--- src/rtl/mem_port_arbiter.sv ---
// mem_port_arbiter
// Shares one single-ported unified memory between instruction fetch (IF)
// and the MEM stage. It generates the pipeline stall controls and buffers
// one fetched instruction word, so a fetch that completes while the MEM
// stage is stalled is not lost.
//
// Ports:
//   clk, rst                  clock (rising edge) and asynchronous active-low reset
//   if_req, if_addr           fetch request and PC
//   if_rdata, if_valid        buffered instruction word and its valid flag
//   memRead_MEM, memWrite_MEM MEM-stage load/store request
//   addr_MEM, wdata_MEM       load/store address and store data
//   rdata_MEM, mem_done       load result; mem_done pulses for one cycle
//   stall_IF, stall_MEM       pipeline freeze controls
//   ram_req/we/addr/wdata     memory request side
//   ram_rdata, ram_ack        memory response side
//   bus_err                   sticky timeout flag
//   state_dbg                 current FSM state (IDLE=0, MEM_ACC=1, MEM_DONE=2, IF_ACC=3)
//
// Memory handshake: ram_req rises at a clock edge. ram_we, ram_addr and
// ram_wdata are stable while ram_req=1. The memory pulses ram_ack for
// exactly one cycle, with ram_rdata valid in that cycle. ram_req drops at
// the edge that closes the ack cycle. If no ack arrives within MAX_WAIT
// request cycles, the request is withdrawn and bus_err is set. ram_ack
// seen while no request is outstanding is ignored.
module mem_port_arbiter #(
  parameter int DATA_W   = 32,
  parameter int MAX_WAIT = 15,
  parameter int WAIT_W   = 4
) (
  input  logic              clk,
  input  logic              rst,
  input  logic              if_req,
  input  logic [DATA_W-1:0] if_addr,
  output logic [DATA_W-1:0] if_rdata,
  output logic              if_valid,
  input  logic              memRead_MEM,
  input  logic              memWrite_MEM,
  input  logic [DATA_W-1:0] addr_MEM,
  input  logic [DATA_W-1:0] wdata_MEM,
  output logic [DATA_W-1:0] rdata_MEM,
  output logic              mem_done,
  output logic              stall_IF,
  output logic              stall_MEM,
  output logic              ram_req,
  output logic              ram_we,
  output logic [DATA_W-1:0] ram_addr,
  output logic [DATA_W-1:0] ram_wdata,
  input  logic [DATA_W-1:0] ram_rdata,
  input  logic              ram_ack,
  output logic              bus_err,
  output logic [1:0]        state_dbg
);

  typedef enum logic [1:0] {
    IDLE     = 2'd0,
    MEM_ACC  = 2'd1,
    MEM_DONE = 2'd2,
    IF_ACC   = 2'd3
  } state_t;

  state_t            state;
  state_t            state_nxt;
  logic [WAIT_W-1:0] wait_cnt;
  logic              buf_full;
  logic              mem_op;
  logic              in_acc;
  logic              timeout;
  logic              finish;
  logic [DATA_W-1:0] fin_data;

  assign mem_op  = memRead_MEM | memWrite_MEM;
  assign in_acc  = (state == MEM_ACC) || (state == IF_ACC);
  // wait_cnt holds the number of request cycles already elapsed, so a value
  // of MAX_WAIT-1 marks the last permitted cycle of the access.
  assign timeout = in_acc && !ram_ack && (wait_cnt == WAIT_W'(MAX_WAIT - 1));
  assign finish  = in_acc && (ram_ack || timeout);
  // An aborted access completes as if acked with a zero read word.
  assign fin_data = ram_ack ? ram_rdata : '0;

  // Stalls are forced low while reset is asserted.
  assign stall_MEM = rst & mem_op & (state != MEM_DONE);
  assign stall_IF  = rst & if_req & ~buf_full;
  assign mem_done  = (state == MEM_DONE);
  assign if_valid  = buf_full;
  assign state_dbg = state;

  // Next-state logic. MEM wins a simultaneous request because it is the
  // older instruction; a fetch is not issued while a word is buffered.
  always_comb begin
    state_nxt = state;
    case (state)
      IDLE: begin
        if (mem_op) begin
          state_nxt = MEM_ACC;
        end else if (if_req && !buf_full) begin
          state_nxt = IF_ACC;
        end
      end
      MEM_ACC:  if (finish) state_nxt = MEM_DONE;
      MEM_DONE: state_nxt = IDLE;
      IF_ACC:   if (finish) state_nxt = IDLE;
      default:  state_nxt = IDLE;
    endcase
  end

  always_ff @(posedge clk or negedge rst) begin
    if (!rst) begin
      state     <= IDLE;
      ram_req   <= 1'b0;
      ram_we    <= 1'b0;
      ram_addr  <= '0;
      ram_wdata <= '0;
      rdata_MEM <= '0;
      if_rdata  <= '0;
      bus_err   <= 1'b0;
      wait_cnt  <= '0;
      buf_full  <= 1'b0;
    end else begin
      state <= state_nxt;

      // The buffered word is consumed into IF/ID at any edge where the
      // MEM stage is not holding the pipeline.
      if (buf_full && !stall_MEM) begin
        buf_full <= 1'b0;
      end

      case (state)
        IDLE: begin
          wait_cnt <= '0;
          if (mem_op) begin
            ram_req   <= 1'b1;
            ram_we    <= memWrite_MEM;
            ram_addr  <= addr_MEM;
            ram_wdata <= wdata_MEM;
          end else if (if_req && !buf_full) begin
            ram_req  <= 1'b1;
            ram_we   <= 1'b0;
            ram_addr <= if_addr;
          end
        end
        MEM_ACC, IF_ACC: begin
          wait_cnt <= wait_cnt + 1'b1;
          if (finish) begin
            ram_req  <= 1'b0;
            wait_cnt <= '0;
            if (timeout) begin
              bus_err <= 1'b1;
            end
            if (state == MEM_ACC) begin
              // Stores leave the previous load result untouched.
              if (!ram_we) begin
                rdata_MEM <= fin_data;
              end
            end else begin
              if_rdata <= fin_data;
              buf_full <= 1'b1;
            end
          end
        end
        default: begin
          wait_cnt <= '0;
        end
      endcase
    end
  end

endmodule

--- config.mk ---
export PLATFORM = sky130hd
export DESIGN_NAME = mem_port_arbiter
export DESIGN_NICKNAME = d
export VERILOG_FILES = /design/src/rtl/mem_port_arbiter.sv
export SDC_FILE = /design/constraint.sdc
export NUM_CORES = 1
export LEC_CHECK = 0
export BUFFER_PORTS_ARGS = -buffer_cell sky130_fd_sc_hd__buf_2
export CORE_UTILIZATION = 46
export DETAILED_ROUTE_END_ITERATION = 8
export HOLD_SLACK_MARGIN = 0.08
export PLACE_DENSITY_LB_ADDON = 0.2
export SLEW_MARGIN = 5
export SYNTH_ARGS = -nofsm -noshare
export SYNTH_HDL_FRONTEND = slang
export SYNTH_SLANG_ARGS = --single-unit
--- constraint.sdc ---
create_clock -name clk -period 1.7 [get_ports clk]
set_input_delay 0.085 -clock clk [delete_from_list [all_inputs] [get_ports clk]]
set_output_delay 0.085 -clock clk [all_outputs]
set_load 0.02 [all_outputs]
==> qor_table.md <==
| Group | Metric | Reported |
|:---|:---|:---|
| power | Tot Pwr | 17.1 mW |
| worst hold path | Number of cells on the worst hold path | 3 |
| grt | Grt total ovfl | 0 |
| drt | Vias | 4988 |
| timing | Count of final setup violators | 0 |
| worst setup path | Arrival time at the worst endpoint | 1.83 ns |
| timing | Period Utilization, post-route | 0.903 |
| clock network | Count of instances resized after the clock tree is built | 0 |
| clock network | CTS H-tree lvls | 4 |
| status | Result of the run | finished clean |
| clock network | Clock network latency to the later pin of the worst-skew pair | 0.41 ns |
| timing | Minimum clock period | 1.54 ns |
| floorplan | # IOs | 271 |
| drt | Remaining DRCs | 0 |
| clock network | TritonCTS Buffers | 17 |
| timing | Worst Max-Slew Pin Slew | 0.646 ns |
| timing | Number of pins exceeding their max-slew limit in the final report | 0 |
| clock network | CTS tree | done |
| run | Number of violations of the max-capacitance limit | 0 |
| worst setup path | Critical path peak fanout | 28 |
| worst setup path | Crit path kind | reg2reg |
| grt | Pin count of the biggest net entering global routing | 97 |
| power | Total power per unit cell area | 1860 mW/mm² |
| floorplan | Area of the core | 0.0121 mm² |
| timing | Total count of hold-check failures in the final report | 0 |
| drt | Per-cell routed wire length | 17.7 µm |
| synthesis | Post-synth top area cell | sky130_fd_sc_hd__dfrtp_1 |
| worst hold path | Worst Hold Class | in2reg |
| timing | Highest attainable clock frequency | 0.651 GHz |
| drt | Post-DRT Antenna Nets | 0 |
| power | VDD IR-drop max | 0.00107 V |
| floorplan | Core Rows | 40 |
| final layout | Ant diodes | 0 |
| floorplan | Die height | 113 µm |
| timing | Normalized max-slew margin | 0.569 |
| grt | Global-route total usage across every layer | 0.275 |
| worst setup path | Worst Reg-to-Reg Cells | 4 |
| timing | Final WS setup | 0.164 ns |
| place | Placed inst area | 0.00728 mm² |
| synthesis | Gate count of the mapped netlist | 366 |
| clock network | Post-CTS setup buffer count | 0 |
| grt | Vias in the first global route | 5525 |
| final layout | Fraction of final layout cells with drive strength greater than 1 | 0.532 |
| power | Leakage | 4.48 nW |
| drt | Detailed-route vias per instance | 5.24 |
| synthesis | Number of synthesized register bits | 138 |
| place | Sum of net half-perimeters after detailed placement | 9850 µm |
| worst setup path | Startpoint type of the worst setup path | flip-flop |
| place | GP Congestion | 0.737 |
| worst setup path | Required @ worst endpoint | 1.99 ns |
| synthesis | Post-Syn Nets | 502 |
| timing | Setup repair after global routing missed its margin | no |
| final layout | Final design instance area without fill | 0.00919 mm² |
| final layout | Finished Core Util | 0.762 |
| synthesis | Average instance area after synthesis | 15.6 µm² |
| clock network | Root buf cell | sky130_fd_sc_hd__clkbuf_16 |
| final layout | Fillcell total | 765 |
| synthesis | Post-synth cell types | 26 |
| grt | Initial antenna violation count | 0 |
| final layout | # nets final | 907 |
| drt | Routed Wire Length | 16900 µm |
| floorplan | Die outline area | 0.0128 mm² |
| clock network | Clock net sink count | 138 |
| grt | First-pass GRT wire length | 26800 µm |
| drt | Number of search-and-repair iterations in the first detailed-routing pass | 4 |
| synthesis | Synth warn | 0 |
| place | Buffers on Ports | 270 |
| floorplan | Die Span X | 113 µm |
| synthesis | Sequential cell area fraction in the yosys report | 0.607 |
| drt | Number of violations reported at the end of detailed-routing iteration 0 | 406 |
| clock network | Clock-pin slew on the worst setup and hold paths | 0.06 ns |
| worst setup path | Kind of end point of the critical path | flip-flop |
| synthesis | Post-synthesis instance area | 0.00569 mm² |
| final layout | Area growth syn-to-layout | 61.5% |
| timing | Final setup TNS | 0 ns |
| clock network | Hold Buf Count CTS | 131 |
| timing | Layout Skew | 0.00775 ns |
| floorplan | Initial Util | 0.472 |
| synthesis | Top area cells in the synthesized netlist | sky130_fd_sc_hd__dfrtp_1 61%, sky130_fd_sc_hd__mux2_2 13%, sky130_fd_sc_hd__a32o_1 11%, sky130_fd_sc_hd__mux2_4 7.6%, sky130_fd_sc_hd__buf_2 1.3% |
| clock network | Max Buffers Root-to-Sink | 2 |
| place | Minimum setup slack after placement | 0.175 ns |
| synthesis | Proportion of netlist area held by the largest area contributor | 0.607 |
per-stage QoR:
stage | cells | hold WS, ns
CTS | 952 | 0.0835
global placement | 789 | -0.0795
global route | 952 | 0.119
detailed placement | 789 | -0.0787
floorplan | 366 | -0.211
finish | 952 | 0.103
critical path: stages, from the launching register on:
cell and delay, ns:
sky130_fd_sc_hd__dfrtp_1 0.40, sky130_fd_sc_hd__nor2b_1 0.22, sky130_fd_sc_hd__o21a_2 0.19, sky130_fd_sc_hd__buf_12 0.23, sky130_fd_sc_hd__mux2_2 0.36
cell families after synthesis:
| group | share of synthesized area |
|---|---|
| xor+xnor | 0.00462 |
| flops | 0.607 |
| compound gates | 0.124 |
| simple gates | 0.0226 |
| mux | 0.209 |
| buf+inv | 0.0290 |
| fa+ha+maj | 0.00439 |
cell usage after synthesis, drive strengths merged:
master and number:
inv 1, a22o 1, or2 1, nor2b 3, nor2 7, a31oi 1, and2 2, xnor2 2
clkbuf 11, xor2 1, buf 19, o21ai 1, ha 2, a32o 65, nand3 1, nor3b 1
mux2 96, o21a 1, a31o 1, a41o 1, dfrtp 138, a21o 1, nand4b 1, nand2 8
power breakdown:
part | leakage (nW) | internal, mW | switching, mW
Combinational | 2.51 | 3.47 | 4.23
Sequential | 1.68 | 4.85 | 0.842
Clock | 0.296 | 2.37 | 1.36
Total | 4.48 | 10.7 | 6.43
cell usage in the layout (no fill, tap or decap), drive strengths merged, types with 2 or more instances in the layout:
cell	n
clkinvlp	2
dfrtp	138
clkbuf	20
clkinv	7
mux2	96
ha	2
nor2	7
buf	285
nor2b	3
and2	2
a32o	65
dlygate4sd3	131
bufinv	3
nand2	8
xnor2	2
layer usage:
metal  GRT usage  vias to the layer above  wire length (µm)
li1            -                     2214                 -
met2       0.478                      237              8660
met5           0                        -                 0
met3      0.0793                       69              1160
met1       0.289                     2468              6200
met4       0.183                        0               864
final timing paths:
check | from | endpoint | slack [ns]
setup / recovery | if_valid | ram_addr[29] | 0.16
max in group asynchronous | rst | if_rdata[14] | 0.83
min in group asynchronous | rst | state_dbg[0] | 0.14
hold reg to reg | bus_err | bus_err | 0.47
setup reg to reg | if_valid | ram_addr[29] | 0.16
hold / removal | ram_ack | bus_err | 0.10
state kept, by name, summed over array words and instances, names as in the netlist:
name / cells
wait_cnt: 4
rdata_MEM: 32
ram_req: 1
if_valid: 1
ram_addr: 32
ram_we: 1
ram_wdata: 32
bus_err: 1
state_dbg: 2
if_rdata: 32
final cells by class:
type | count | area [µm²] | share of cell area
clock buffer | 20 | 457 | 0.0497
clock inverter | 12 | 148 | 0.0161
inverter | 1 | 3.75 | 0.000408
multi-input combinational | 197 | 2080 | 0.226
sequential | 138 | 3450 | 0.376
tap | 168 | 210 | 0.0229
timing repair buffer | 416 | 2840 | 0.309
Note: power is estimated with default switching activity, not from simulation.
